==> config.mk <==
export PLATFORM = sky130hd
export DESIGN_NAME = stream_demux
export DESIGN_NICKNAME = d
export VERILOG_FILES = /design/src/rtl/demux_pkg.sv /design/src/rtl/demux_out_slot.sv /design/src/rtl/stream_demux.sv
export SDC_FILE = /design/constraint.sdc
export NUM_CORES = 1
export LEC_CHECK = 0
export BUFFER_PORTS_ARGS = -buffer_cell sky130_fd_sc_hd__buf_2
export CORE_MARGIN = 1
export CORE_UTILIZATION = 50
export CTS_CLUSTER_DIAMETER = 80
export DETAILED_ROUTE_END_ITERATION = 7
export PLACE_DENSITY = 0.78
export SLEW_MARGIN = 0
export SYNTH_ARGS = -nofsm -noshare
export SYNTH_HDL_FRONTEND = slang
export SYNTH_SLANG_ARGS = --single-unit
==> constraint.sdc <==
create_clock -name clk -period 1.87 [get_ports clk]
set_clock_uncertainty 0.1 [all_clocks]
set_input_delay 0.187 -clock clk [delete_from_list [all_inputs] [get_ports clk]]
set_output_delay 0.187 -clock clk [all_outputs]
set_load 0.005 [all_outputs]
==> src/rtl/demux_pkg.sv <==
// Shared constants, slot state encoding and a constant clog2 helper for the
// stream demultiplexer.
package demux_pkg;

   localparam int MAX_CH     = 16;
   localparam int DROP_CNT_W = 8;

   typedef enum logic {
      SLOT_EMPTY = 1'b0,
      SLOT_FULL  = 1'b1
   } slot_state_t;

   function automatic int clog2(input int value);
      int result;
      result = 0;
      while ((1 << result) < value) result++;
      return result;
   endfunction

endpackage

==> src/rtl/demux_out_slot.sv <==
// One-entry output register slice: holds a word until the consumer takes it,
// optionally clearing the data register when the slot drains.
module demux_out_slot
   import demux_pkg::*;
#(
   parameter int DATA_W    = 8,
   parameter bit ZERO_IDLE = 1'b1
) (
   input  logic              clk,
   input  logic              rst_n,
   input  logic              load,
   input  logic [DATA_W-1:0] data_in,
   input  logic              ready,
   output logic              valid,
   output logic [DATA_W-1:0] data_out,
   output slot_state_t       state
);

   slot_state_t       state_next;
   logic [DATA_W-1:0] data_q;

   always_ff @(posedge clk or negedge rst_n) begin
      if (!rst_n) begin
         state <= SLOT_EMPTY;
      end else begin
         state <= state_next;
      end
   end

   // load is only raised by the parent when the slot can accept, so a FULL
   // slot seeing load is always draining in the same cycle.
   always_comb begin
      state_next = state;
      case (state)
         SLOT_EMPTY: if (load) state_next = SLOT_FULL;
         SLOT_FULL: begin
            if (load) begin
               state_next = SLOT_FULL;
            end else if (ready) begin
               state_next = SLOT_EMPTY;
            end
         end
      endcase
   end

   always_ff @(posedge clk or negedge rst_n) begin
      if (!rst_n) begin
         data_q <= '0;
      end else if (load) begin
         data_q <= data_in;
      end else if (ZERO_IDLE && (state == SLOT_FULL) && ready) begin
         data_q <= '0;
      end
   end

   assign valid    = (state == SLOT_FULL);
   assign data_out = data_q;

endmodule

==> src/rtl/stream_demux.sv <==
// 1:NUM_CH valid/ready demultiplexer with a registered slot per channel and a
// saturating counter of words dropped for an out-of-range select.
module stream_demux
   import demux_pkg::*;
#(
   parameter int DATA_W    = 8,
   parameter int NUM_CH    = 4,
   parameter int SEL_W     = 4,
   parameter bit ZERO_IDLE = 1'b1
) (
   input  logic                     clk,
   input  logic                     rst_n,
   input  logic [DATA_W-1:0]        in_data,
   input  logic [SEL_W-1:0]         in_sel,
   input  logic                     in_valid,
   output logic                     in_ready,
   output logic [NUM_CH*DATA_W-1:0] out_data,
   output logic [NUM_CH-1:0]        out_valid,
   input  logic [NUM_CH-1:0]        out_ready,
   output logic [DROP_CNT_W-1:0]    drop_cnt,
   output logic                     sel_err,
   input  logic                     clr_err
);

   // Wide enough to hold both any select value and NUM_CH itself (16 needs 5 bits).
   localparam int CMP_W = (SEL_W > clog2(MAX_CH + 1)) ? SEL_W : clog2(MAX_CH + 1);

   logic              sel_legal;
   logic              sel_ready;
   logic              acc;
   logic              drop;
   logic [NUM_CH-1:0] load;
   slot_state_t       slot_state [NUM_CH];

   assign sel_legal = CMP_W'(in_sel) < CMP_W'(NUM_CH);

   // Pass-through ready: a slot draining this cycle can be refilled on the same edge.
   always_comb begin
      sel_ready = 1'b1;
      for (int k = 0; k < NUM_CH; k++) begin
         if (sel_legal && (CMP_W'(in_sel) == CMP_W'(k))) begin
            sel_ready = (slot_state[k] == SLOT_EMPTY) || out_ready[k];
         end
      end
   end

   assign in_ready = rst_n && sel_ready;
   assign acc      = in_valid && in_ready;
   assign drop     = acc && !sel_legal;

   always_comb begin
      load = '0;
      for (int k = 0; k < NUM_CH; k++) begin
         load[k] = acc && sel_legal && (CMP_W'(in_sel) == CMP_W'(k));
      end
   end

   always_ff @(posedge clk or negedge rst_n) begin
      if (!rst_n) begin
         drop_cnt <= '0;
         sel_err  <= 1'b0;
      end else if (clr_err) begin
         drop_cnt <= '0;
         sel_err  <= 1'b0;
      end else if (drop) begin
         sel_err <= 1'b1;
         if (drop_cnt != '1) begin
            drop_cnt <= drop_cnt + 1'b1;
         end
      end
   end

   for (genvar k = 0; k < NUM_CH; k++) begin : g_slot
      demux_out_slot #(
         .DATA_W    (DATA_W),
         .ZERO_IDLE (ZERO_IDLE)
      ) u_slot (
         .clk      (clk),
         .rst_n    (rst_n),
         .load     (load[k]),
         .data_in  (in_data),
         .ready    (out_ready[k]),
         .valid    (out_valid[k]),
         .data_out (out_data[k*DATA_W +: DATA_W]),
         .state    (slot_state[k])
      );
   end

endmodule

==> reports/results.tsv <==
metric	value	unit
track_usage	0.213	
setup_viol_count_final	0	
synth-edff-count	0	
worst_ep_required_time	1.96	ns
synthFlopType	dfrtp_1	
p_leak	1.35	nW
synth_async_sr_flop_share	1.00	
dieWidth	67.1	um
cap_viol_max_count	0	
syn_inst	195	
seqCellArea	1130	sq um
period_needed	1.80	ns
tightest_slew	0.513	ns
routed_wl	4340	um
wl_met1	1960	um
synth_cell_types	33	
yosysMostFrequentCell	nand2_1	
wire_per_inst	13.7	um
p_per_area	834	nW/um^2
rsz0062_at_grt	no	
yosys-top-cells-count	nand2_1, dfrtp_1, mux2i_1	
hp-class	in -> reg	
finalHoldViolations	0	
synth_warnings	0	
cts_buffer_depth	2	
grt_pass1_wl	7060	um
cts_buffers	5	
fin_nets	286	
syn-cell-area	2120	sq um
n_fill_cell	338	
route.met2.wl	2090	um
cts_setup_buffers	0	
dr.first_iter.drc_count	114	
insertion_delay	0.29	ns
via_per_inst	5.22	
clock_sinks	45	
reg2reg_depth	5	
ys_seq_area_frac	0.531	
synth-seq-cells	45	
worstSetupEndpointType	flop	
cp_max_fo	8	
drtAntennaViolNets	0	
drtPass1Iterations	4	
final.setup.tns	0	ns
die_h	67.1	um
multi_input_comb_area	896	sq um
final_max_slew_viol_count	0	
synth.top_cell.area_share	0.531	
path_clk_slew	0.09	ns
ir_drop	0.420	mV
fmax	0.556	GHz
num_vias	1651	
cts-root-buf	clkbuf_8	
status	complete, no violations	
io_buffers	65	
route.met3.wl	227	um
critical_path_arrival	1.88	ns
syn2layout_area_growth	22.3	%
io_pins	66	
fin_ws	0.0721	ns
h-tree-depth	2	
grt_overflow_total	0	
fin_crit_sh	0.961	
cts_tree	done	
start_kind	input port	
rows	23	
highest_layer	met4	
gp_routability_congestion	0.846	
place_hpwl	3390	um
antenna_cells	0	
avgSynthCellArea	10.9	sq um
slew_headroom	0.656	
antenna_found_initial	0	
synth_area_leader_cell	dfrtp_1	
synth_area_leaders	dfrtp_1, mux2i_1, nand2_1	
drive_gt1_frac	0.327	
worstSetupPathType	in -> reg	
grt_pass1_vias	1521	
syn_nets	216	
initial_core_util	0.527	
hold-path-cell-count	3	
post-route-drc-count	0	
core_area	4030	sq um
grt_max_degree	40	
detailedPlace.worstSlack	0.136	ns
die_area	4510	sq um
-- worst max-delay path, cell delays in order --
cell and delay, ns:
dlygate4sd3_1 0.56, buf_2 0.19, o2111ai_4 0.20, nor4_1 0.37
mux2_2 0.38
-- sequential cells by signal (all words and copies together), names as in the netlist --
| name | cells |
|---|---|
| g_slot.u_slot.state | 4 |
| sel_err | 1 |
| drop_cnt | 8 |
| g_slot.u_slot.data_out | 32 |
-- through the flow --
stage | hold WS [ns] | std cells | utilization | total power [mW] | area [sq um]
after floorplan | -0.209 | 195 | - | 1.36 | 2120
after global placement | 0.101 | 307 | 0.617 | 1.57 | 2490
after detailed placement | 0.105 | 307 | 0.617 | 1.59 | 2490
after CTS | 0.0924 | 316 | 0.642 | 2.19 | 2590
after global routing | 0.108 | 316 | 0.644 | 2.30 | 2600
final | 0.0977 | 316 | 0.644 | 2.16 | 2600
-- cells by family after synthesis --
kind of cell,after synthesis,share of synthesized area
fa+ha+maj,1,0.00590
mux,38,0.181
buf+inv,19,0.0501
flops,45,0.531
simple gates,80,0.182
compound gates,12,0.0507
-- final timing paths --
path / from / to / slack [ns]
worst max-delay path: rst_n / drop_cnt[6]$_DFFE_PN0P_ / 0.07
worst min-delay path: out_ready[1] / g_slot[1].u_slot.state$_DFF_PN0_ / 0.1
worst max register to register: drop_cnt[0]$_DFFE_PN0P_ / drop_cnt[6]$_DFFE_PN0P_ / 0.15
worst min register to register: sel_err$_DFFE_PN0P_ / sel_err$_DFFE_PN0P_ / 0.41
max in group asynchronous: rst_n / g_slot[2].u_slot.data_out[2]$_DFFE_PN0P_ / 0.80
min in group asynchronous: rst_n / g_slot[2].u_slot.state$_DFF_PN0_ / 0.36
-- cell type report --
type | count | share of cell area
sequential | 45 | 0.434
multi-input combinational | 131 | 0.345
timing repair buffer | 72 | 0.148
clock buffer | 5 | 0.0265
tap | 50 | 0.0241
inverter | 10 | 0.0145
clock inverter | 3 | 0.00819
-- layer usage --
metal,global-route usage,vias up
li1,-,804
met1,0.271,795
met2,0.345,45
met3,0.0557,7
met4,0.0824,0
met5,0,-
-- layout by cell type, fill, tap and decap left out, drive strengths merged, types with 2 or more instances in the layout --
cell type  Yosys  routed
nor2b          3       3
inv           10      11
nand3          3       3
dfrtp         45      45
buf            9      71
mux2           3       3
nand2         46      46
nor3b          2       2
a21oi          3       3
mux2i         35      35
a211oi         3       3
and3           5       5
nor2           5       5
clkbuf         0       5
nor4           2       2
nand2b         6       6
and4           2       2
-- where the power goes --
part / internal, mW / switching (mW) / leakage, nW
clock network: 0.265 / 0.333 / 0.0445
logic: 0.189 / 0.193 / 0.702
registers: 1.11 / 0.0754 / 0.600
total: 1.56 / 0.602 / 1.35
-- what timing repair did --
action,in CTS,in global routing
hold buffers,1,0
resized for setup,0,2
endpoints found under the hold margin,45,0
endpoints found under the setup margin,0,1
Note: power is estimated with default switching activity, not from simulation.
